### config.mk
export PLATFORM = sky130hd
export DESIGN_NAME = if_fetch_unit_flat
export DESIGN_NICKNAME = d
export VERILOG_FILES = /design/src/rtl/if_fetch_unit_if.sv /design/src/rtl/if_fetch_unit.sv /design/src/flat_wrapper.sv
export SDC_FILE = /design/constraint.sdc
export NUM_CORES = 1
export LEC_CHECK = 0
export ABC_CLOCK_PERIOD_IN_PS = 2200
export BUFFER_PORTS_ARGS = -buffer_cell sky130_fd_sc_hd__buf_2
export CORE_UTILIZATION = 40
export DETAILED_ROUTE_END_ITERATION = 7
export PLACE_DENSITY = 0.69
export RECOVER_POWER = 100
export SLEW_MARGIN = 20
export SYNTH_ARGS = -nofsm -noshare
export SYNTH_HDL_FRONTEND = slang
export SYNTH_SLANG_ARGS = --single-unit
export TNS_END_PERCENT = 50
### constraint.sdc
create_clock -name clock -period 2.2 [get_ports clock]
set_input_delay 0.11 -clock clock [delete_from_list [all_inputs] [get_ports clock]]
set_output_delay 0.11 -clock clock [all_outputs]
set_load 0.005 [all_outputs]
### src/rtl/if_fetch_unit_if.sv
// ---------------------------------------------------------------------------
// if_fetch_unit_if
// Bundles the fetch unit's hazard/branch inputs, the instruction-memory
// request/ready handshake and the IF/ID-facing outputs.
//   master : the fetch unit (drives imem_req/imem_addr and the IF/ID outputs)
//   slave  : the environment (hazard unit, branch unit, memory, IF/ID)
// Signals:
//   stall, branch_taken, branch_target     hazard / redirect inputs
//   imem_req, imem_addr                     memory request
//   imem_ready, imem_rdata                  memory response
//   instruction_out, instr_addr_out,
//   fetch_valid, if_flush, fetch_count      IF/ID side outputs
// ---------------------------------------------------------------------------
interface if_fetch_unit_if #(
  parameter int unsigned ADDR_W  = 16,
  parameter int unsigned INSTR_W = 16
);
  logic               stall;
  logic               branch_taken;
  logic [ADDR_W-1:0]  branch_target;
  logic               imem_req;
  logic [ADDR_W-1:0]  imem_addr;
  logic               imem_ready;
  logic [INSTR_W-1:0] imem_rdata;
  logic [INSTR_W-1:0] instruction_out;
  logic [ADDR_W-1:0]  instr_addr_out;
  logic               fetch_valid;
  logic               if_flush;
  logic [15:0]        fetch_count;

  modport master (
    input  stall, branch_taken, branch_target, imem_ready, imem_rdata,
    output imem_req, imem_addr, instruction_out, instr_addr_out,
           fetch_valid, if_flush, fetch_count
  );

  modport slave (
    output stall, branch_taken, branch_target, imem_ready, imem_rdata,
    input  imem_req, imem_addr, instruction_out, instr_addr_out,
           fetch_valid, if_flush, fetch_count
  );
endinterface

### src/rtl/if_fetch_unit.sv
// ---------------------------------------------------------------------------
// if_fetch_unit
// Producer side of the IF/ID pipeline register of the 16-bit RISC core.
// Owns the program counter, requests instructions from instruction memory
// with a ready handshake, and presents each fetched word with its address
// and a valid strobe. Honours stall from the hazard unit and raises a
// one-cycle-per-FLUSH-state if_flush on a taken-branch redirect.
// Ports:
//   clock  : system clock, all state on the rising edge
//   reset  : synchronous, active-high
//   bus    : if_fetch_unit_if.master (handshake, redirect and IF/ID signals)
// ---------------------------------------------------------------------------
module if_fetch_unit #(
  parameter int unsigned       ADDR_W   = 16,
  parameter int unsigned       INSTR_W  = 16,
  parameter logic [ADDR_W-1:0] RESET_PC = '0,
  parameter int unsigned       PC_INC   = 1
) (
  input  logic            clock,
  input  logic            reset,
  if_fetch_unit_if.master bus
);

  typedef enum logic [1:0] {
    IDLE  = 2'd0,
    FETCH = 2'd1,
    FLUSH = 2'd2
  } state_t;

  state_t             state_q,  state_d;
  logic [ADDR_W-1:0]  pc_q,     pc_d;
  logic [INSTR_W-1:0] instr_q,  instr_d;
  logic [ADDR_W-1:0]  iaddr_q,  iaddr_d;
  logic               valid_q,  valid_d;
  logic               flush_q,  flush_d;
  logic [15:0]        count_q,  count_d;

  logic req;
  logic accept;

  // Word-addressed increment; wraps modulo 2^ADDR_W with no special case.
  function automatic logic [ADDR_W-1:0] pc_advance(input logic [ADDR_W-1:0] pc);
    return pc + ADDR_W'(PC_INC);
  endfunction

  // Request is withheld while an unconsumed instruction is being stalled, so
  // nothing new can overwrite it.
  assign req    = (state_q == FETCH) && !(valid_q && bus.stall);
  // A redirect in the same cycle as a response discards that response.
  assign accept = req && bus.imem_ready && !bus.branch_taken;

  always_comb begin
    state_d = state_q;
    pc_d    = pc_q;
    instr_d = instr_q;
    iaddr_d = iaddr_q;
    valid_d = valid_q;
    count_d = count_q;
    unique case (state_q)
      IDLE: begin
        if (bus.branch_taken) begin
          pc_d    = bus.branch_target;
          state_d = FLUSH;
        end else begin
          state_d = FETCH;
        end
      end
      FETCH: begin
        if (bus.branch_taken) begin
          pc_d    = bus.branch_target;
          valid_d = 1'b0;
          state_d = FLUSH;
        end else if (accept) begin
          instr_d = bus.imem_rdata;
          iaddr_d = pc_q;
          valid_d = 1'b1;
          pc_d    = pc_advance(pc_q);
          count_d = count_q + 16'd1;
        end else if (valid_q && !bus.stall) begin
          valid_d = 1'b0;
        end
      end
      FLUSH: begin
        valid_d = 1'b0;
        // A further redirect keeps the flush going for another cycle.
        if (bus.branch_taken) begin
          pc_d = bus.branch_target;
        end else begin
          state_d = FETCH;
        end
      end
      default: begin
        state_d = IDLE;
      end
    endcase
    flush_d = (state_d == FLUSH);
  end

  // ---- IF/ID register boundary ----
  always_ff @(posedge clock) begin
    if (reset) begin
      state_q <= IDLE;
      pc_q    <= RESET_PC;
      instr_q <= '0;
      iaddr_q <= '0;
      valid_q <= 1'b0;
      flush_q <= 1'b0;
      count_q <= '0;
    end else begin
      state_q <= state_d;
      pc_q    <= pc_d;
      instr_q <= instr_d;
      iaddr_q <= iaddr_d;
      valid_q <= valid_d;
      flush_q <= flush_d;
      count_q <= count_d;
    end
  end

  assign bus.imem_req        = req;
  assign bus.imem_addr       = pc_q;
  assign bus.instruction_out = instr_q;
  assign bus.instr_addr_out  = iaddr_q;
  assign bus.fetch_valid     = valid_q;
  assign bus.if_flush        = flush_q;
  assign bus.fetch_count     = count_q;

endmodule

### src/flat_wrapper.sv
// flat-port wrapper written by rule: the top's interface ports become plain ports
module if_fetch_unit_flat 
#(
  parameter int unsigned       ADDR_W   = 16,
  parameter int unsigned       INSTR_W  = 16,
  parameter logic [ADDR_W-1:0] RESET_PC = '0,
  parameter int unsigned       PC_INC   = 1
)
  (clock, reset, bus_stall, bus_branch_taken, bus_branch_target, bus_imem_ready, bus_imem_rdata, bus_imem_req, bus_imem_addr, bus_instruction_out, bus_instr_addr_out, bus_fetch_valid, bus_if_flush, bus_fetch_count);
  if_fetch_unit_if #(.ADDR_W(ADDR_W), .INSTR_W(INSTR_W)) bus_i ();
  input  logic clock;
  input  logic reset;
  input wire logic [$bits(bus_i.stall)-1:0] bus_stall;
  input wire logic [$bits(bus_i.branch_taken)-1:0] bus_branch_taken;
  input wire logic [$bits(bus_i.branch_target)-1:0] bus_branch_target;
  input wire logic [$bits(bus_i.imem_ready)-1:0] bus_imem_ready;
  input wire logic [$bits(bus_i.imem_rdata)-1:0] bus_imem_rdata;
  output wire logic [$bits(bus_i.imem_req)-1:0] bus_imem_req;
  output wire logic [$bits(bus_i.imem_addr)-1:0] bus_imem_addr;
  output wire logic [$bits(bus_i.instruction_out)-1:0] bus_instruction_out;
  output wire logic [$bits(bus_i.instr_addr_out)-1:0] bus_instr_addr_out;
  output wire logic [$bits(bus_i.fetch_valid)-1:0] bus_fetch_valid;
  output wire logic [$bits(bus_i.if_flush)-1:0] bus_if_flush;
  output wire logic [$bits(bus_i.fetch_count)-1:0] bus_fetch_count;
  assign bus_i.stall = bus_stall;
  assign bus_i.branch_taken = bus_branch_taken;
  assign bus_i.branch_target = bus_branch_target;
  assign bus_i.imem_ready = bus_imem_ready;
  assign bus_i.imem_rdata = bus_imem_rdata;
  assign bus_imem_req = bus_i.imem_req;
  assign bus_imem_addr = bus_i.imem_addr;
  assign bus_instruction_out = bus_i.instruction_out;
  assign bus_instr_addr_out = bus_i.instr_addr_out;
  assign bus_fetch_valid = bus_i.fetch_valid;
  assign bus_if_flush = bus_i.if_flush;
  assign bus_fetch_count = bus_i.fetch_count;
  if_fetch_unit #(.ADDR_W(ADDR_W), .INSTR_W(INSTR_W), .RESET_PC(RESET_PC), .PC_INC(PC_INC)) u_core (.clock(clock), .reset(reset), .bus(bus_i));
endmodule
* Word level (Yosys, flattened, before mapping)
Index checks and enable logic that the tools add are counted.
Operators by class: mux-type cells 12, eq/ne operators 6, reduce and logical (&&, ||, !) cells 15, bitwise gates (word level) 1, add/sub/neg operators 2
Operator list (number):
- two-way mux 16 bit | 3
- adder 16 x 1 -> 16 bit (second input constant) | 2
- one-hot mux 16 bit (2 select lines) | 1
- two-way mux 2 bit | 3
- one-hot mux 2 bit (3 select lines) | 1
- AND reduction 3 bit | 2
- logical AND 1 bit | 5
- == test 2 bit (second input constant) | 2
- != test 4 x 3 -> 1 bit (second input constant) | 1
- nonzero test 2 bit | 2
- zero test 1 bit | 3
- two-way mux 1 bit | 3
- != test 3 x 2 -> 1 bit (second input constant) | 1
- == test 2 x 1 -> 1 bit (second input constant) | 1
- zero test 2 bit | 1
- != test 2 x 1 -> 1 bit (second input constant) | 1
- one-hot mux 1 bit (2 select lines) | 1
- AND reduction 2 bit | 1
- OR reduction 2 bit | 1
- inverter 1 bit | 1
Storage, ports and cells: flip-flop bits (word level) 68, output and inout bits 67, input port bits 37, logic and storage cells 43

* Logic depth before layout (Yosys ltp)
depth after elaboration 8, gate-level depth with buffers 7, gate-level depth less buffers 6

* Worst setup path before layout
OpenSTA, ideal clock, no wires.
path type register -> register, start point reg u_core.state_q[1], end point reg u_core.count_q[10], in the netlist u_core.bus.fetch_count[10], arrival time 1.876 ns, required time 2.130 ns, library setup time 0.070 ns, cell stages (with the launch flop) 8, buffers on the path 1, period minus slack after synthesis 1.947 ns, slack 0.253 ns, cells stage by stage dfxtp_1 > inv_1 > ha_1 > nand3b_1 > or4_1 > buf_2 > or3_1 > a21oi_1
On the way: cells in the longest elaborated chain, start to end 5
Ends and longest elaborated chain:
- start: declaration | line if_fetch_unit.sv:30 | state_t state_q, state_d;
- start signal: assignment | line if_fetch_unit.sv:110 | state_q <= state_d;
- == test 2 x 1 -> 1 bit (*) | line if_fetch_unit.sv:48, if_fetch_unit.sv:59
- logical AND 1 bit | line if_fetch_unit.sv:48 | assign req = (state_q == FETCH) && !(valid_q && bus.stall);
- logical AND 1 bit (2 in series) | line if_fetch_unit.sv:50 | assign accept = req && bus.imem_ready && !bus.branch_taken;
- AND reduction 3 bit (no source line) (*)
- end signal: assignment | line if_fetch_unit.sv:116 | count_q <= count_d;
- end: declaration | line if_fetch_unit.sv:36 | logic [15:0] count_q, count_d;
Mark *: on every way between the ends. The rest lies on a longest branch, timed or not. A chain may end at the register's enable or synchronous reset.

* Final worst setup path
start point reg u_core.state_q[1], end point reg u_core.pc_q[15], in the netlist u_core.bus.imem_addr[15]
On the way: cells in the longest elaborated chain, start to end 6, elaborated cells on any way between the ends 12, classes of those cells eq/ne (4); mux (1); reduce/logical (7)
Ends and longest elaborated chain:
- == test 2 x 1 -> 1 bit | line if_fetch_unit.sv:48, if_fetch_unit.sv:59
- logical AND 1 bit | line if_fetch_unit.sv:48
- logical AND 1 bit (2 in series) | line if_fetch_unit.sv:50
- != test 3 x 2 -> 1 bit (no source line)
- AND reduction 3 bit (no source line)
- end signal: assignment | line if_fetch_unit.sv:111 | pc_q <= pc_d;
- end: declaration | line if_fetch_unit.sv:31 | logic [ADDR_W-1:0] pc_q, pc_d;
Several ways; a longest one is shown, not always the timed one.

==> results.txt <==
- Number of primary I/O pins: 104
- The worst setup path is captured at a register.
* Total non-filler cell area in the finished layout: 4040 um^2
* CTS buffer count: 9
- Averaged over all synthesized cells, the footprint is between 8 and 9 um^2.
- The first detailed-routing pass ran for 4 iterations.
- Share of async-settable or async-resettable flops after synthesis: 0
- Global router's overall resource usage: 0.211
- The synthesized design contains approximately 70 register bits.
- Post-layout power: about 3 mW
* Fraction of the yosys area taken by sequential cells: 0.436
- The root buffer cell chosen for the clock tree is clkbuf_8.
- Most used cells in the layout excluding fill and tap cells: nand2_1, buf_2, dfxtp_1
- FF-to-FF path depth: 6
* Number of distinct library cells after synthesis: 52
- The filler cells instantiated in the layout total 744.
- In this run the power density over the cells is 748 nW/um^2.
* Predominant post-synthesis flop cell: dfxtp_1
- Drt drc: 0
* Clock slew at reported path FFs: ~0.07 ns
- Routability-driven placement finished with a final weighted congestion of 0.851.
* Instance count of the mapped netlist: 388
- Horizontal die dimension: 90.4 um
- The number of antenna violations at the first check in global routing was 0.
* H-tree depth: 3
- Final Cycle Share: 0.921
* Maximum achievable frequency: 494 MHz
* Area of the core: between 7000 and 8000 um^2
- Syn Nets: 433
- The tree built by TritonCTS fans out to 68 sinks.
- For this run, the share of the core covered by cells in the final layout is 0.545.
- Dividing the detail-routed wire length by the instance count gives approximately 14 um.
- The worst hold path was traced through 3 stages.
* Antenna Nets Post-Route: 0
* Synth Cell Area: 3120 um^2
- In this run the register-to-register setup slack is 0.17 ns.
* Final slew viol count: 0
- Yosys mapped a number of flops with a built-in enable equal to 0.
* Vias after detailed routing: between 3000 and 4000
- Antenna Cells: 0
- Signed area change from the synthesized netlist to the final layout: 29.2%
- HPWL after DPL: 5920 um
- Arrival time of data at the critical path endpoint: 2.25 ns
- Routed wire length: 8390 um
* Total of max-cap violations: 0
- TritonCTS clock tree: yes
- For this run the aggregate overflow at the end of global routing stands at 0.
- Using the TritonRoute via totals, the vias-per-cell ratio works out to 5.26.
- For this configuration, the core starts out at a cell density of 0.422.
- Once placement finished, the instance area stood at approximately 3800 um^2.
- Across all setup checks in the final design, the least slack found is 0.174 ns.
- Category of the most critical setup path: reg -> reg
- Setup violations remaining at the end of the flow were counted as 0.
- Most common cell after layout, fill and taps aside: nand2_1
- # port buffers: 103
- In this design, the stage delay of the slowest critical-path cell is 0.46 ns.
- The later pin in the worst-skew pair is clocked with a latency of 0.34 ns.
- The first global-routing pass estimated 14000 um of wire.
- The flow ran to the end, and the final reports show no timing, DRC or antenna violations.
- Die span in y: 90.4 um
- Largest vdd supply drop: 360 uV
* Std cell rows: 31
- In this run the worst path has a maximum fanout of 8.
- For the pin with the worst max-slew slack, the measured transition is 0.543 ns.
* Min Clock Period, post-route: ~2.0 ns
* Tightest slew margin relative to the limit: 0.638
* Req. time, crit path: 2.43 ns
- Number of DRC markers after the initial detailed-route iteration: 140
- Total Die Area: a little over 8000 um^2
* Worst slack after detailed placement: 0.136 ns
- Entering global routing, the biggest net connects 35 pins.
* Critical Path, Cell by Cell: inv_1, ha_1, or3_1, nor4_1, a32o_1, a211oi_1
- Aggregate negative setup slack: 0 ns
- The number of hold violations in the final report came to 0.
* Number of warnings reported in the yosys synthesis log: 0
- The net count of the finished layout is between 500 and 600.
- In the final layout, the share of cells above drive strength 1 is 0.229.
- The multi-input combinational cells in the finished layout cover a total of 1630 um^2.
- Type of the worst min-delay path: in -> reg
- The longest clock path from root to sink contains 2 buffers.
- On the critical path, the stage with the largest delay is an instance of or3_1.
- Worst-case clock skew: 0.00444 ns
- Setup repair after global routing missed its margin: false
- STA classifies the critical path startpoint as a register.
- Sequential cell area in the final layout: between 1000 and 1500 um^2
* Leakage component of the power: approximately 1.6 nW
* Vias in the first global route: 2906
-- cells by family (layout without fill, tap and decap cells) --
family / after synthesis / after routing / share of synthesized area
AOI/OAI and AO/OA: 102 / 102 / 0.204
xor gates and xnor gates: 7 / 7 / 0.0196
adders and majority gates: 8 / 8 / 0.0320
buffers and inverters: 31 / 146 / 0.0416
DFF: 68 / 68 / 0.436
muxes: 3 / 3 / 0.0108
and+or+nand+nor: 169 / 169 / 0.256
-- Yosys cell counts, types with 4 or more instances --
cell | number | area [um^2]
nand2b_1 | 4 | 25.0
nor2b_1 | 5 | 31.3
ha_1 | 8 | 100
nand3_1 | 12 | 60.1
nor3_1 | 5 | 25.0
nand2_1 | 84 | 315
xnor2_1 | 6 | 52.6
nor2_1 | 21 | 78.8
inv_1 | 8 | 30.0
nand4_1 | 7 | 43.8
clkbuf_1 | 15 | 56.3
o21ai_0 | 16 | 80.1
dfxtp_1 | 68 | 1360
buf_2 | 5 | 25.0
nor4_1 | 7 | 43.8
a21oi_1 | 50 | 250
or3_1 | 7 | 43.8
a211oi_1 | 9 | 67.6
-- final timing paths --
kind	startpoint	to
max	u_core.state_q[1]	u_core.bus.imem_addr[15]
min	bus_imem_rdata[7]	u_core.bus.instruction_out[7]
max reg2reg	u_core.state_q[1]	u_core.bus.imem_addr[15]
min reg2reg	u_core.bus.instruction_out[14]	u_core.bus.instruction_out[14]
-- critical path, delay by kind of cell (launching register included) --
family	cells	cell delay [ns]
compound gates	2	0.29
fa+ha+maj	1	0.23
buf+inv	1	0.11
flops	1	0.41
simple gates	2	0.88
-- sequential cells by signal, summed over array words and instances, names as in the netlist --
signal	flops
u_core.bus.instruction_out	16
u_core.bus.fetch_valid	1
u_core.state_q	2
u_core.bus.imem_addr	16
u_core.bus.instr_addr_out	16
u_core.bus.fetch_count	16
u_core.bus.if_flush	1
-- metrics by stage --
| stage | hold WS [ns] | std cells |
|---|---|---|
| after floorplan | 0.246 | 388 |
| after global placement | 0.353 | 579 |
| after detailed placement | 0.355 | 579 |
| after CTS | 0.000318 | 602 |
| after global routing | 0.00897 | 602 |
| final | 0.00714 | 602 |
-- routing by layer --
metal  global-route usage  vias up  routed length (um)
met3               0.0370        9                 472
met4               0.0806        0                 105
li1                     -     1598                   -
met5                    0        -                   0
met1                0.271     1454                3890
met2                0.352      107                3920
-- power breakdown --
group          switching, mW  internal (mW)
Combinational          0.204          0.173
Sequential            0.0797           1.29
Clock                  0.492          0.784
-- cell type report --
class,count,share of cell area
inverter,9,0.00837
multi-input combinational,289,0.405
clock inverter,6,0.0276
clock buffer,10,0.0341
sequential,68,0.338
tap,99,0.0307
timing repair buffer,121,0.157
-- what timing repair did --
action | CTS | global route
setup buffers | 0 | 0
endpoints found under the hold margin | 7 | 0
hold buffers | 7 | 0
resized for setup | 0 | 3
setup endpoints to repair | 0 | 3
No activity file was read; power rests on OpenSTA's default activity.
